$ cat src/rtl/fpnew_pkg.sv
// Minimal FPnew type/format package: formats, operations and status flags used by the HUB slice.
package fpnew_pkg;

  typedef enum logic [2:0] {
    FP32    = 3'd0,
    FP64    = 3'd1,
    FP16    = 3'd2,
    FP8     = 3'd3,
    FP16ALT = 3'd4
  } fp_format_e;

  typedef enum logic [3:0] {
    FMADD, FNMSUB, ADD, MUL, DIV, SQRT, SGNJ, MINMAX,
    CMP, CLASSIFY, F2F, F2I, I2F, CPKAB, CPKCD
  } operation_e;

  typedef struct packed {
    logic NV;
    logic DZ;
    logic OF;
    logic UF;
    logic NX;
  } status_t;

  function automatic int unsigned fp_width(input fp_format_e fmt);
    case (fmt)
      FP64:    return 64;
      FP16:    return 16;
      FP8:     return 8;
      FP16ALT: return 16;
      default: return 32;
    endcase
  endfunction

  function automatic int unsigned exp_bits(input fp_format_e fmt);
    case (fmt)
      FP64:    return 11;
      FP16:    return 5;
      FP8:     return 5;
      FP16ALT: return 8;
      default: return 8;
    endcase
  endfunction

  function automatic int unsigned man_bits(input fp_format_e fmt);
    case (fmt)
      FP64:    return 52;
      FP16:    return 10;
      FP8:     return 2;
      FP16ALT: return 7;
      default: return 23;
    endcase
  endfunction

endpackage

$ cat src/rtl/fpnew_hub_pkg.sv
// Shared types and helpers for the HUB square-root unit.
package fpnew_hub_pkg;

  typedef enum logic [1:0] {IDLE, CALC, DONE} hub_sqrt_state_e;

  function automatic int unsigned sqrt_iterations(input fpnew_pkg::fp_format_e fmt,
                                                  input logic radix4);
    int unsigned bits;
    bits = fpnew_pkg::man_bits(fmt) + 1;
    return radix4 ? (bits + 1) / 2 : bits;
  endfunction

  // Sign clear, exponent all ones, mantissa MSB set; right-aligned in 64 bits.
  function automatic logic [63:0] hub_canonical_nan(input fpnew_pkg::fp_format_e fmt);
    logic [63:0] nan;
    int unsigned w;
    int unsigned m;
    w   = fpnew_pkg::fp_width(fmt);
    m   = fpnew_pkg::man_bits(fmt);
    nan = '0;
    for (int unsigned i = 0; i < 64; i++) begin
      if ((i + 1 >= m) && (i + 1 < w)) nan[i] = 1'b1;
    end
    return nan;
  endfunction

endpackage

$ cat src/rtl/fpnew_hub_sqrt_step.sv
// One combinational restoring square-root step: shifts in two radicand bits, tries (root<<2)|1.
module fpnew_hub_sqrt_step #(
  parameter int unsigned RemWidth  = 27,
  parameter int unsigned RootWidth = 24
) (
  input  logic [RemWidth-1:0]  rem,
  input  logic [RootWidth-1:0] root,
  input  logic [1:0]           rad_bits,
  output logic [RemWidth-1:0]  rem_next,
  output logic                 root_bit
);

  logic [RemWidth-1:0] shifted;
  logic [RemWidth-1:0] trial;
  logic                unused_rem_top;

  // The remainder never exceeds 2*root, so its top two bits are always zero here.
  assign shifted        = {rem[RemWidth-3:0], rad_bits};
  assign trial          = {{(RemWidth-RootWidth-2){1'b0}}, root, 2'b01};
  assign root_bit       = (shifted >= trial);
  assign rem_next       = root_bit ? shifted - trial : shifted;
  assign unused_rem_top = ^rem[RemWidth-1:RemWidth-2];

endmodule

$ cat src/rtl/fpnew_hub_sqrt_wrapper.sv
// Iterative HUB square root, one root bit per cycle (two with FPNEW_HUB_SQRT_RADIX4_EN defined).
module fpnew_hub_sqrt_wrapper
  import fpnew_hub_pkg::*;
#(
  parameter fpnew_pkg::fp_format_e FpFormat    = fpnew_pkg::fp_format_e'(0),
  parameter int unsigned           NumOperands = 2,
  localparam int unsigned          FP_WIDTH    = fpnew_pkg::fp_width(FpFormat)
) (
  input  logic                            clk_i,
  input  logic                            rst_ni,
  input  logic [NumOperands*FP_WIDTH-1:0] operands_i,
  input  fpnew_pkg::operation_e           op_i,
  input  logic                            op_mod_i,
  input  logic                            in_valid_i,
  output logic                            in_ready_o,
  input  logic                            flush_i,
  output logic [FP_WIDTH-1:0]             result_o,
  output fpnew_pkg::status_t              status_o,
  output logic                            out_valid_o,
  input  logic                            out_ready_i,
  output logic                            busy_o
);

  localparam int unsigned EXP_BITS = fpnew_pkg::exp_bits(FpFormat);
  localparam int unsigned MAN_BITS = fpnew_pkg::man_bits(FpFormat);
  localparam int unsigned ITER     = MAN_BITS + 1;
  localparam int unsigned REM_W    = MAN_BITS + 4;
  localparam int unsigned RAD_W    = 2 * ITER;
`ifdef FPNEW_HUB_SQRT_RADIX4_EN
  localparam logic        RADIX4   = 1'b1;
`else
  localparam logic        RADIX4   = 1'b0;
`endif
  localparam int unsigned ITER_CYC = sqrt_iterations(FpFormat, RADIX4);
  localparam int unsigned CNT_W    = $clog2(ITER_CYC + 1);
  localparam logic [CNT_W-1:0]            LAST_CNT = CNT_W'(ITER_CYC - 1);
  localparam logic signed [EXP_BITS+1:0]  BIAS     = (EXP_BITS+2)'((1 << (EXP_BITS-1)) - 1);
  localparam logic [FP_WIDTH-1:0]         QNAN     = FP_WIDTH'(hub_canonical_nan(FpFormat));

  hub_sqrt_state_e state_q, state_d;

  logic [FP_WIDTH-1:0]   operand;
  logic                  sign;
  logic [EXP_BITS-1:0]   exp_field;
  logic [MAN_BITS-1:0]   man_field;
  logic                  is_zero, exp_max, is_nan, is_snan, is_special;
  logic                  accept, last_iter;
  logic [FP_WIDTH-1:0]   special_res;
  fpnew_pkg::status_t    special_status;
  logic signed [EXP_BITS+1:0] exp_unb, exp_half;
  logic [MAN_BITS+1:0]   sig;
  logic [RAD_W-1:0]      rad_init, rad_q, rad_n;
  logic [REM_W-1:0]      rem_q, rem_a, rem_n;
  logic [ITER-1:0]       root_q, root_a, root_n;
  logic                  bit_a;
  logic [EXP_BITS-1:0]   res_exp_q;
  logic [CNT_W-1:0]      cnt_q;
  logic                  unused_bits;

  assign operand                       = operands_i[FP_WIDTH-1:0];
  assign {sign, exp_field, man_field}  = operand;
  assign is_zero    = (exp_field == '0);
  assign exp_max    = &exp_field;
  assign is_nan     = exp_max & (man_field != '0);
  assign is_snan    = is_nan & ~man_field[MAN_BITS-1];
  assign is_special = is_zero | exp_max | sign;

  assign in_ready_o  = (state_q == IDLE) && (op_i == fpnew_pkg::SQRT);
  assign accept      = in_valid_i & in_ready_o;
  assign out_valid_o = (state_q == DONE);
  assign busy_o      = (state_q != IDLE);
  assign last_iter   = (cnt_q == LAST_CNT);

  // NaN is checked before sign so a negative NaN keeps its quiet/signalling flag behaviour.
  always_comb begin
    special_res    = QNAN;
    special_status = '0;
    if (is_nan) begin
      special_status.NV = is_snan;
    end else if (is_zero) begin
      special_res = {sign, {(FP_WIDTH-1){1'b0}}};
    end else if (sign) begin
      special_status.NV = 1'b1;
    end else begin
      special_res = operand;
    end
  end

  // Odd unbiased exponents fold one factor of two into the radicand before halving.
  assign exp_unb  = $signed({2'b00, exp_field}) - BIAS;
  assign exp_half = (exp_unb >>> 1) + BIAS;
  assign sig      = {1'b1, man_field, 1'b1};
  assign rad_init = exp_unb[0] ? {sig, 1'b0, {(MAN_BITS-1){1'b0}}}
                               : {1'b0, sig, {(MAN_BITS-1){1'b0}}};

  fpnew_hub_sqrt_step #(.RemWidth(REM_W), .RootWidth(ITER)) i_step_a (
    .rem      (rem_q),
    .root     (root_q),
    .rad_bits (rad_q[RAD_W-1 -: 2]),
    .rem_next (rem_a),
    .root_bit (bit_a)
  );
  assign root_a = {root_q[ITER-2:0], bit_a};

`ifdef FPNEW_HUB_SQRT_RADIX4_EN
  localparam logic ODD_TAIL = ((ITER % 2) == 1);
  logic [REM_W-1:0] rem_b;
  logic [ITER-1:0]  root_b;
  logic             bit_b;

  fpnew_hub_sqrt_step #(.RemWidth(REM_W), .RootWidth(ITER)) i_step_b (
    .rem      (rem_a),
    .root     (root_a),
    .rad_bits (rad_q[RAD_W-3 -: 2]),
    .rem_next (rem_b),
    .root_bit (bit_b)
  );
  assign root_b = {root_a[ITER-2:0], bit_b};

  // With an odd bit count the final cycle only has one root bit left to produce.
  always_comb begin
    rem_n  = rem_a;
    root_n = root_a;
    rad_n  = rad_q << 2;
    if (!(ODD_TAIL && last_iter)) begin
      rem_n  = rem_b;
      root_n = root_b;
      rad_n  = rad_q << 4;
    end
  end
`else
  always_comb begin
    rem_n  = rem_a;
    root_n = root_a;
    rad_n  = rad_q << 2;
  end
`endif

  always_ff @(posedge clk_i or negedge rst_ni) begin
    if (!rst_ni) state_q <= IDLE;
    else         state_q <= state_d;
  end

  always_comb begin
    state_d = state_q;
    unique case (state_q)
      IDLE:    if (accept) state_d = is_special ? DONE : CALC;
      CALC:    if (last_iter) state_d = DONE;
      DONE:    if (out_ready_i) state_d = IDLE;
      default: state_d = IDLE;
    endcase
    if (flush_i) state_d = IDLE;
  end

  // The leading root bit is always 1, so the low MAN_BITS root bits are the truncated mantissa.
  always_ff @(posedge clk_i or negedge rst_ni) begin
    if (!rst_ni) begin
      rad_q     <= '0;
      rem_q     <= '0;
      root_q    <= '0;
      cnt_q     <= '0;
      res_exp_q <= '0;
      result_o  <= '0;
      status_o  <= '0;
    end else if (!flush_i) begin
      if (accept) begin
        if (is_special) begin
          result_o <= special_res;
          status_o <= special_status;
        end else begin
          rad_q     <= rad_init;
          rem_q     <= '0;
          root_q    <= '0;
          cnt_q     <= '0;
          res_exp_q <= exp_half[EXP_BITS-1:0];
        end
      end else if (state_q == CALC) begin
        rad_q  <= rad_n;
        rem_q  <= rem_n;
        root_q <= root_n;
        cnt_q  <= cnt_q + CNT_W'(1);
        if (last_iter) begin
          result_o <= {1'b0, res_exp_q, root_n[MAN_BITS-1:0]};
          status_o <= fpnew_pkg::status_t'(5'b00001);
        end
      end
    end
  end

  assign unused_bits = ^{op_mod_i, operands_i, exp_half[EXP_BITS+1:EXP_BITS], root_n[ITER-1]};

endmodule

$ cat config.mk
export PLATFORM = sky130hd
export DESIGN_NAME = fpnew_hub_sqrt_wrapper
export DESIGN_NICKNAME = d
export VERILOG_FILES = /design/src/rtl/fpnew_pkg.sv /design/src/rtl/fpnew_hub_pkg.sv /design/src/rtl/fpnew_hub_sqrt_step.sv /design/src/rtl/fpnew_hub_sqrt_wrapper.sv
export SDC_FILE = /design/constraint.sdc
export NUM_CORES = 1
export LEC_CHECK = 0
export BUFFER_PORTS_ARGS = -buffer_cell sky130_fd_sc_hd__buf_2
export CORE_ASPECT_RATIO = 2
export CORE_UTILIZATION = 52
export CTS_CLUSTER_DIAMETER = 60
export DETAILED_ROUTE_END_ITERATION = 7
export PLACE_DENSITY = 0.77
export SLEW_MARGIN = 10
export SYNTH_ARGS = -nofsm -noshare
export SYNTH_HDL_FRONTEND = slang
export SYNTH_SLANG_ARGS = --single-unit
$ cat constraint.sdc
create_clock -name clk_i -period 2.95 [get_ports clk_i]
set_clock_uncertainty 0.05 [all_clocks]
set_input_delay 0.295 -clock clk_i [delete_from_list [all_inputs] [get_ports clk_i]]
set_output_delay 0.295 -clock clk_i [all_outputs]
set_load 0.01 [all_outputs]
==> flow_summary_export.csv <==
group,metric,value,unit
clocking,postCtsSetupBuffers,0,
global_route,grtUsageTotal,28.7,%
critical_path,r2r_slack,0.16,ns
place,placed_cell_area,8020,µm²
layout,area_growth,18.8,%
synth,seq_area_frac_synth,42.6,%
clocking,clk_latency,0.42,ns
critical_path,timing.rr.end,"rem_q[22]",
critical_path,cpPeakStageDelay,0.38,ns
floorplanning,chipWidth,85.7,µm
detailed_routing,drtPass1Iterations,5,
global_route,grt_pass1_vias,6840,
synth,syn_avg_cell_area,8.63,µm²
hold_path,hp-start,"flush_i",
global_route,grt_max_degree,67,
place,place_congestion,0.904,
global_route,grt_pass1_wl,32400,µm
critical_path,cp.required,3.22,ns
clocking,cts.clk_slew.worst_paths,0.06,ns
synth,syn_area,7290,µm²
hold_path,whs_path_depth,2,
synth,synth_edf_count,0,
detailed_routing,vias,6750,
critical_path,crit_type,"register to register",
place,post-place-ws,-0.0140,ns
synth,async_flop_share,100,%
detailed_routing,viasPerCell,6.02,
synth,yosys.area.top_type_share,42.6,%
critical_path,cp_max_fo,9,
clocking,cts_tree,"done",
detailed_routing,drt_iter0_drc,408,
clocking,cts_buffer_depth,2,
critical_path,slowest_stage,"ha_1",
critical_path,path_buf_inv,2,
timing,fin_crit_sh,94.5,%
detailed_routing,ant_nets,0,
synth,ys_seq_elements,124,
clocking,numClockSinks,124,
job,maxCapViolations,0,
timing,fin_ws,0.163,ns
timing,finalCriticalPeriod,2.79,ns
hold_path,min_path_type,"primary input to register",
hold_path,hold_end,"state_q[1]",
synth,yosys_warnings,0,
floorplanning,core-area,13600,µm²
floorplanning,die_height,169,µm
timing,setup_viol,0,
synth,ys_types,58,
layout,fin_cells,1122,
critical_path,reg2reg_from,"root_q[1]",
synth,synth_top_area_cell,"dfrtp_1",
critical_path,end_kind,"register",
floorplanning,ioPinCount,114,
synth,yosysMostFrequentCell,"nand2_1",
synth,ys.flop_type,"dfrtp_1",
timing,finalMaxSlewViolations,0,
place,dp.final_hpwl,14200,µm
floorplanning,rows,60,
timing,finalHoldViolCount,0,
critical_path,crit_family,"compound AO/OA/AOI/OAI gates",
timing,worst_pin_slew,0.782,ns
layout,utilization,63.8,%
clocking,cts-root-buf,"clkbuf_16",
pwr,power,7.17,mW
status,outcome,"finished clean",
pwr,powerDensity,828,nW/µm²
clocking,numCtsBuffers,17,
layout,fin_area,8660,µm²
floorplanning,die-area,14500,µm²
pwr,peakVddDrop,0.484,mV
detailed_routing,wl_per_cell,17.7,µm
layout,finalNetCount,1026,
place,port_buffers,77,
critical_path,cp_common_cell,"a21oi_1",
timing,fmax,0.359,GHz
global_route,gr-total-overflow,0,
timing,grt_setup_unrepaired,"true",
synth,yosys-top-cells-area,"dfrtp_1 43%, nand2_1 6.7%, o21ai_0 6.0%",
floorplanning,start_util,53.7,%
critical_path,cp.arrival,3.06,ns
detailed_routing,drc_errors,0,
critical_path,rr_worst_depth,11,
pwr,p_leak,4.00,nW
detailed_routing,wirelength,19900,µm
timing,relSlewSlack,47.9,%
layout,drive_above_1_share,17.5,%
global_route,antenna_found_initial,1,
synth,syn_inst,845,
critical_path,path_cells,"inv_1 > ha_1 > o21ai_0 > a21oi_1 > a21oi_1 > a21oi_1 > a21oi_1 > a211oi_2 > buf_4 > nor2_1 > o31ai_1",
clocking,h-tree-depth,4,
place,dp.cells,1088,
synth,synthTopCellsByCount,"130 x nand2_1, 124 x dfrtp_1, 87 x o21ai_0",
critical_path,start_kind,"register",
==> placed cells by master, fill, tap and decap left out, drive strengths merged, types with 8 or more instances in the layout <==
cell type	count
clkbuf	19
mux2i	22
nand4	8
nor3	13
o21ai	87
a21oi	56
a22oi	21
and2	8
xnor2	20
nand2	130
dfrtp	124
a211oi	10
nor2	47
inv	47
xor2	10
nand3	13
a21o	8
ha	30
buf	114
o22ai	26
o211ai	36
==> routing by layer <==
layer	part of all wire, %	up-vias	track usage, %
li1	-	3183	-
met1	37	3259	29.4
met3	3.9	85	4.72
met5	0	-	0
met2	53	223	52.4
met4	5.8	0	19.2
==> how the worst max path moves through the flow <==
stage / startpoint / endpoint / depth (start not counted)
floorplan: operands_i[23] / result_o[22] / 11
global placement: operands_i[23] / result_o[24] / 11
detailed placement: operands_i[24] / result_o[24] / 11
CTS: root_q[14] / rem_q[12] / 12
global route: root_q[7] / rem_q[21] / 11
finish: root_q[1] / rem_q[22] / 11
==> report_power, final <==
part	total [mW]	leakage [nW]	internal [mW]	switching, mW
Clock	2.19	0.288	1.38	0.810
Sequential	2.26	1.64	2.02	0.235
Combinational	2.73	2.07	1.11	1.62
==> sequential cells by signal, summed over array words and instances, names as in the netlist <==
signal / count
cnt_q: 5
state_q: 2
result_o: 32
rad_q: 26
status_o: 2
root_q: 24
rem_q: 25
res_exp_q: 8
==> layout make-up <==
type | instances | area (µm²)
inverter | 45 | 169
sequential | 124 | 3100
clock inverter | 13 | 164
antenna | 1 | 2.50
fill | 1144 | 4920
timing repair buffer | 115 | 726
tap | 186 | 233
multi-input combinational | 619 | 3810
clock buffer | 19 | 453
==> metrics by stage <==
stage / TNS [ns] / hold WS, ns
CTS: 0 / 0.0907
global placement: -0.0147 / 0.368
global route: -0.00987 / 0.0994
finish: 0 / 0.0935
floorplan: 0 / -0.0506
detailed placement: -0.0140 / 0.369
==> logic make-up after synthesis <==
group,count (synthesis),synth area share [%]
AO/OA/AOI/OAI,283,24.4
other,1,0.0514
XOR/XNOR,30,3.60
flip-flops,124,42.6
buffers and inverters,104,5.68
multiplexers,22,3.02
adder cells (fa/ha/maj),30,5.15
AND/OR/NAND/NOR,251,15.5
==> what timing repair did <==
action | 4_1_cts | 5_1_grt
hold buffers | 1 | 0
endpoints found under the setup margin | 0 | 18
hold endpoints to repair | 53 | 0
gates resized for setup | 0 | 7
No activity file was read; power rests on OpenSTA's default activity.
